==> src/rtl/seg_pkg.sv <==
// Shared constants and types for the multiplexed seven-segment driver.
//   SEG_BLANK    : all segments off (active-low)
//   SEG_HEX      : hex nibble -> active-low segments, bit7 = dp (off), bits6..0 = g..a
//   scan_state_e : scan FSM states
package seg_pkg;

    localparam logic [7:0] SEG_BLANK = 8'hFF;

    // Entry 15 first so that SEG_HEX[n] is the pattern for nibble n.
    localparam logic [15:0][7:0] SEG_HEX = {
        8'h8E, 8'h86, 8'hA1, 8'hC6, 8'h83, 8'h88, 8'h90, 8'h80,
        8'hF8, 8'h82, 8'h92, 8'h99, 8'hB0, 8'hA4, 8'hF9, 8'hC0
    };

    typedef enum logic {
        DRIVE = 1'b0,
        BLANK = 1'b1
    } scan_state_e;

endpackage

==> src/rtl/hex7seg_dec.sv <==
// Combinational hex-to-seven-segment decoder, active-low outputs.
//   nibble_i : hex digit 0..F
//   dp_i     : decimal point request, 1 = lit
//   seg_o    : {~dp, g..a}
module hex7seg_dec
    import seg_pkg::*;
(
    input  logic [3:0] nibble_i,
    input  logic       dp_i,
    output logic [7:0] seg_o
);

    assign seg_o = {~dp_i, SEG_HEX[nibble_i][6:0]};

endmodule

==> src/rtl/seg_scan_driver.sv <==
// Time-multiplexed N-digit common-anode seven-segment driver.
// Each digit is driven for SCAN_DIV+1 cycles followed by BLANK_CYC all-off
// cycles. Loaded values wait in a shadow register and become active only at
// the frame boundary, so a frame never mixes old and new digits.
//   clk_i/rst_i    : clock, synchronous active-high reset
//   value_i        : one hex nibble per digit, digit 0 rightmost
//   dp_i           : per-digit decimal point, 1 = lit
//   lzb_en_i       : leading-zero blanking, captured with value_i
//   load_i         : one-cycle capture pulse
//   sel_o          : one-hot digit enable, active-high
//   seg_o          : segments, active-low, bit7 = dp
//   frame_done_o   : pulse when digit 0 of a new frame appears on sel_o
//   pending_o      : a captured load is waiting for the frame boundary
module seg_scan_driver
    import seg_pkg::*;
#(
    parameter int DIGITS    = 6,
    parameter int SCAN_DIV  = 49_999,
    parameter int BLANK_CYC = 500
) (
    input  logic                   clk_i,
    input  logic                   rst_i,
    input  logic [DIGITS-1:0][3:0] value_i,
    input  logic [DIGITS-1:0]      dp_i,
    input  logic                   lzb_en_i,
    input  logic                   load_i,
    output logic [DIGITS-1:0]      sel_o,
    output logic [7:0]             seg_o,
    output logic                   frame_done_o,
    output logic                   pending_o
);

    localparam int CNT_MAX = (SCAN_DIV > BLANK_CYC) ? SCAN_DIV : BLANK_CYC;
    localparam int CW      = ($clog2(CNT_MAX + 1) < 1) ? 1 : $clog2(CNT_MAX + 1);
    localparam int IW      = (DIGITS > 1) ? $clog2(DIGITS) : 1;

    localparam logic [CW-1:0] SCAN_LAST  = CW'(SCAN_DIV);
    localparam logic [CW-1:0] BLANK_LAST = CW'((BLANK_CYC > 0) ? BLANK_CYC - 1 : 0);
    localparam logic [IW-1:0] IDX_LAST   = IW'(DIGITS - 1);

    scan_state_e              state_q;
    logic [CW-1:0]            cnt_q;
    logic [IW-1:0]            idx_q, idx_d;
    logic                     wrap_q;
    logic                     fd_q;
    logic                     pending_q;
    logic [DIGITS-1:0][3:0]   sh_val_q, act_val_q;
    logic [DIGITS-1:0]        sh_dp_q, act_dp_q;
    logic                     sh_lzb_q, act_lzb_q;
    logic [DIGITS-1:0]        sel_q, sel_d;
    logic [7:0]               seg_q, seg_d;

    logic                     adv, wrap;
    logic [DIGITS-1:0]        lzb_blank;
    logic [3:0]               cur_nib;
    logic                     cur_dp, cur_blank;
    logic [7:0]               dec_seg;

    // Digit advance: end of the blank slot, or end of the drive slot when
    // there is no blank slot.
    always_comb begin
        adv = 1'b0;
        if (state_q == DRIVE) adv = (cnt_q == SCAN_LAST) && (BLANK_CYC == 0);
        else                  adv = (cnt_q == BLANK_LAST);
    end

    assign wrap  = adv && (idx_q == IDX_LAST);
    assign idx_d = wrap ? '0 : (adv ? idx_q + 1'b1 : idx_q);

    // A digit blanks only while every higher digit has blanked too; digit 0
    // is never in the chain.
    always_comb begin
        logic run;
        run       = act_lzb_q;
        lzb_blank = '0;
        for (int i = DIGITS - 1; i >= 1; i--) begin
            run          = run && (act_val_q[i] == 4'h0) && !act_dp_q[i];
            lzb_blank[i] = run;
        end
    end

    // Current-digit mux and one-hot select, written as a compare loop so
    // non-power-of-two DIGITS never indexes past the arrays.
    always_comb begin
        cur_nib   = 4'h0;
        cur_dp    = 1'b0;
        cur_blank = 1'b0;
        sel_d     = '0;
        for (int i = 0; i < DIGITS; i++) begin
            if (idx_q == IW'(i)) begin
                cur_nib   = act_val_q[i];
                cur_dp    = act_dp_q[i];
                cur_blank = lzb_blank[i];
                sel_d[i]  = (state_q == DRIVE);
            end
        end
    end

    hex7seg_dec u_dec (
        .nibble_i (cur_nib),
        .dp_i     (cur_dp),
        .seg_o    (dec_seg)
    );

    assign seg_d = ((state_q == DRIVE) && !cur_blank) ? dec_seg : SEG_BLANK;

    always_ff @(posedge clk_i) begin
        if (rst_i) begin
            state_q   <= DRIVE;
            cnt_q     <= '0;
            idx_q     <= '0;
            wrap_q    <= 1'b0;
            fd_q      <= 1'b0;
            pending_q <= 1'b0;
            sh_val_q  <= '0;
            sh_dp_q   <= '0;
            sh_lzb_q  <= 1'b0;
            act_val_q <= '0;
            act_dp_q  <= '0;
            act_lzb_q <= 1'b0;
            sel_q     <= '0;
            seg_q     <= SEG_BLANK;
        end else begin
            case (state_q)
                DRIVE: begin
                    if (cnt_q == SCAN_LAST) begin
                        cnt_q <= '0;
                        if (BLANK_CYC != 0) state_q <= BLANK;
                    end else begin
                        cnt_q <= cnt_q + 1'b1;
                    end
                end
                BLANK: begin
                    if (cnt_q == BLANK_LAST) begin
                        cnt_q   <= '0;
                        state_q <= DRIVE;
                    end else begin
                        cnt_q <= cnt_q + 1'b1;
                    end
                end
                default: state_q <= DRIVE;
            endcase

            idx_q <= idx_d;

            // Outputs trail the index by a cycle, so the boundary marker is
            // delayed once more to land with digit 0 on sel.
            wrap_q <= wrap;
            fd_q   <= wrap_q;

            if (wrap) begin
                pending_q <= 1'b0;
                if (load_i) begin
                    act_val_q <= value_i;
                    act_dp_q  <= dp_i;
                    act_lzb_q <= lzb_en_i;
                end else if (pending_q) begin
                    act_val_q <= sh_val_q;
                    act_dp_q  <= sh_dp_q;
                    act_lzb_q <= sh_lzb_q;
                end
            end else if (load_i) begin
                sh_val_q  <= value_i;
                sh_dp_q   <= dp_i;
                sh_lzb_q  <= lzb_en_i;
                pending_q <= 1'b1;
            end

            sel_q <= sel_d;
            seg_q <= seg_d;
        end
    end

    assign sel_o        = sel_q;
    assign seg_o        = seg_q;
    assign frame_done_o = fd_q;
    assign pending_o    = pending_q;

endmodule
==> config.mk <==
export PLATFORM = sky130hd
export DESIGN_NAME = seg_scan_driver
export DESIGN_NICKNAME = d
export VERILOG_FILES = /design/src/rtl/seg_pkg.sv /design/src/rtl/hex7seg_dec.sv /design/src/rtl/seg_scan_driver.sv
export SDC_FILE = /design/constraint.sdc
export NUM_CORES = 1
export LEC_CHECK = 0
export BUFFER_PORTS_ARGS = -buffer_cell sky130_fd_sc_hd__buf_2
export CORE_MARGIN = 4
export CORE_UTILIZATION = 55
export CTS_CLUSTER_DIAMETER = 30
export CTS_CLUSTER_SIZE = 12
export DETAILED_ROUTE_END_ITERATION = 10
export PLACE_DENSITY = 0.85
export SLEW_MARGIN = 10
export SYNTH_ARGS = -nofsm -noshare
export SYNTH_HDL_FRONTEND = slang
export SYNTH_SLANG_ARGS = --single-unit
==> constraint.sdc <==
create_clock -name clk_i -period 3.45 [get_ports clk_i]
set_clock_uncertainty 0.15 [all_clocks]
set_input_delay 0.1725 -clock clk_i [delete_from_list [all_inputs] [get_ports clk_i]]
set_output_delay 0.1725 -clock clk_i [all_outputs]
set_load 0.01 [all_outputs]
==> results.py <==
metrics = {
    "status": {
        "outcome": "finished clean",
    },
    "grt": {
        "grt_pass1_vias": 3797,
        "grt_max_degree": 46,
        "antenna_found_initial": 0,
        "grt_pass1_wl_um": 17400,
        "globalRouteOverflowTotal": 0,
        "grt_util_all_layers": 0.210,
    },
    "routing": {
        "drt_pass1_iterations": 4,
        "ant_nets": 0,
        "drc": 0,
        "drtIter0Drc": 176,
        "wl_per_cell_um": 15.2,
        "totalWireLength_um": 10100,
        "vias_per_cell": 5.61,
        "num_vias": 3729,
    },
    "synth": {
        "ys_types": 52,
        "synth_edf_count": 0,
        "async_flop_share": 0,
        "yosysWarnings": 0,
        "syn-instance-count": 488,
        "ys_ff_latch": 99,
        "synth_seq_area_share": 0.418,
        "avgSynthCellArea_um2": 9.71,
        "syn-cell-area_um2": 4740,
        "synth_nets": 534,
        "synth_flop_cell": "dfxtp_1",
    },
    "power": {
        "p_comb_frac": 0.085,
        "peakVddDrop_mv": 0.248,
        "p_int_mw": 1.60,
        "switchingPower_uw": 520,
        "seqPwrFrac": 0.560,
        "clkPwrFrac": 0.355,
        "leakage_nw": 2.22,
        "p_sw_frac": 0.245,
        "p_per_area_nw_per_um2": 383,
    },
    "clock_network": {
        "htreeDepth": 3,
        "clockBufferDepth": 2,
        "ctsResizeCount": 0,
        "cts-hold-fix-buffers": 31,
        "insertion_delay_ns": 0.37,
        "cts_sinks": 99,
        "numCtsBuffers": 9,
        "clk_pin_slew_ns": 0.10,
        "tritoncts": "done",
        "clockRootBuffer": "clkbuf_8",
        "cts_setup_buffers": 0,
    },
    "final_layout": {
        "syn_to_final_growth_pct": 16.8,
        "final_cell_area_um2": 5530,
        "num_antenna_cells": 0,
        "drive_above_1_share": 0.204,
        "fillers": 643,
        "nets": 601,
    },
    "critical_path": {
        "max_stage_delay_ns": 0.54,
        "cpMostUsedCell": "inv_1",
        "crit_required_ns": 3.51,
        "worst_setup_path_end_kind": "flip-flop",
        "worstPathCellList": "inv_1 > ha_1 > o21ai_0 > nand2_1 > o21ai_0 > inv_1 > ha_1 > inv_1 > nor3_1 > mux2i_1 > nand4_1",
        "cp_top_family": "compound AO/OA/AOI/OAI gates",
        "crit_buf_inv": 3,
        "cpMaxStageDelayCell": "o21ai_0",
        "crit_type": "flip-flop to flip-flop",
        "critPathLaunchType": "flip-flop",
        "worstPathArrival_ns": 3.19,
        "worstPathMaxFanout": 14,
    },
    "timing": {
        "final.setup.tns_ns": 0,
        "rsz0062_at_grt": "false",
        "worst_pin_slew_ns": 1.24,
        "finalHoldViolations": 0,
        "setup_viol": 0,
        "setup_ws_ns": 0.322,
        "min_period_over_period": 0.907,
        "slew_headroom": 0.170,
        "drv_slew": 0,
        "fmaxAchievable_mhz": 320,
        "final.min_clock_period_ns": 3.13,
    },
    "hold_path": {
        "min_path_type": "input pin to flip-flop",
    },
    "floorplan": {
        "dieArea_um2": 10200,
        "fp-row-count": 33,
        "fp.dieH_um": 101,
        "start_util": 0.571,
        "io-pin-count": 50,
        "core_area_um2": 8300,
        "die_w_um": 101,
    },
    "placement": {
        "io_buffers": 49,
        "dp_hpwl_um": 7060,
        "place_ws_ns": 0.344,
        "dpl-instance-area_um2": 5020,
        "gp_congestion": 0.884,
    },
    "job": {
        "cap_violations": 0,
    },
}
layout make-up:
class	instances	area [um2]	area share
clock inverters	7	75.1	0.0136
repair buffers	89	636	0.115
well taps	105	131	0.0237
multi-input cells	341	2530	0.457
clock buffers	9	124	0.0224
flip-flops and latches	99	1980	0.358
inverters	15	56.3	0.0102
cell usage after synthesis (2+ instances only):
library cell,instances,area [um2]
o21ai_0,10,50.1
nor2_1,91,342
or2_2,2,12.5
nor4_1,3,18.8
clkbuf_1,15,56.3
inv_1,15,56.3
nand4_1,5,31.3
and2_1,3,18.8
a21oi_1,9,45.0
nor4_4,2,42.5
or3_1,2,12.5
buf_2,9,45.0
buf_6,3,33.8
o221ai_1,3,26.3
xnor2_1,7,61.3
dfxtp_1,99,1980
a211oi_1,4,30.0
mux2i_1,66,661
a211oi_2,29,363
nand3_1,14,70.1
o311ai_0,2,17.5
ha_1,12,150
nor2b_1,6,37.5
a221oi_1,3,26.3
nor3b_1,5,37.5
buf_4,6,45.0
nor3_1,6,30.0
xor2_1,7,61.3
nand3b_1,6,45.0
and4_1,6,52.6
nand2_1,17,63.8
placed cells by master (no fill, tap or decap), types with 3 or more instances in the layout:
master	instances
dfxtp_1	99
nor2_1	91
mux2i_1	66
buf_2	49
dlygate4sd3_1	31
a211oi_2	29
nand2_1	17
inv_1	15
nand3_1	14
ha_1	12
o21ai_0	10
a21oi_1	9
clkbuf_8	9
buf_4	8
xnor2_1	7
xor2_1	7
nand3b_1	6
nor2b_1	6
and4_1	6
nor3_1	6
nor3b_1	5
nand4_1	5
a211oi_1	4
a221oi_1	3
nor4_1	3
and2_1	3
o221ai_1	3
clkinvlp_4	3
metrics by stage:
stage | util | instances | power [mW] | hold WS [ns]
2_1_floorplan | - | 488 | 1.32 | 0.157
3_3_place_gp | 0.605 | 618 | 1.36 | 0.268
3_5_place_dp | 0.605 | 618 | 1.37 | 0.280
4_1_cts | 0.667 | 665 | 2.13 | 0.293
5_1_grt | 0.667 | 665 | 2.21 | 0.315
6_report | 0.667 | 665 | 2.12 | 0.298
worst paths after layout:
path / from / endpoint / slack [ns] / cells past startpoint
min: rst_i / sh_val_q[8]$_SDFFE_PP0P_ / 0.30 / 2
max: idx_q[1]$_SDFFE_PP0P_ / seg_o[0]$_SDFF_PP1_ / 0.32 / 11
min reg2reg: wrap_q$_SDFF_PP0_ / frame_done_o$_SDFF_PP0_ / 0.32 / 1
max reg2reg: idx_q[1]$_SDFFE_PP0P_ / seg_o[0]$_SDFF_PP1_ / 0.32 / 11
power groups by stage:
stage                     sequential [mW]  clock (mW)  combinational [mW]
after floorplan                      1.21           0               0.103
after global placement               1.21           0               0.148
after detailed placement             1.21           0               0.152
after CTS                            1.19       0.766               0.180
after global routing                 1.19       0.820               0.198
final                                1.19       0.752               0.180
flip-flops by register name, summed over array words and instances (netlist names):
name	count
act_val_q	24
pending_o	1
frame_done_o	1
state_q	1
sh_lzb_q	1
act_lzb_q	1
wrap_q	1
sh_dp_q	6
sel_o	6
sh_val_q	24
idx_q	3
act_dp_q	6
cnt_q	16
seg_o	8
worst reg2reg max path, delay by kind of cell, from the launching register on:
| family | cells | cell delay [ns] |
|---|---|---|
| fa+ha+maj | 2 | 0.62 |
| compound gates | 2 | 0.96 |
| mux | 1 | 0.17 |
| simple gates | 3 | 0.26 |
| flops | 1 | 0.40 |
| buf+inv | 3 | 0.42 |
kinds of logic (layout without fill, tap and decap cells):
family	after synthesis	in the layout	synth area share
simple gates	173	173	0.181
flops	99	99	0.418
compound gates	76	76	0.154
mux	66	66	0.139
buf+inv	48	120	0.0499
xor+xnor	14	14	0.0259
fa+ha+maj	12	12	0.0317
routing by layer:
metal | GRT usage | part of all wire | vias up | wire, um
li1 | - | - | 1865 | -
met1 | 0.265 | 0.46 | 1761 | 4620
met4 | 0.0705 | 0.018 | 0 | 177
met2 | 0.361 | 0.48 | 87 | 4870
met5 | 0 | 0 | - | 0
met3 | 0.0360 | 0.044 | 16 | 442
No activity file was read; power rests on OpenSTA's default activity.
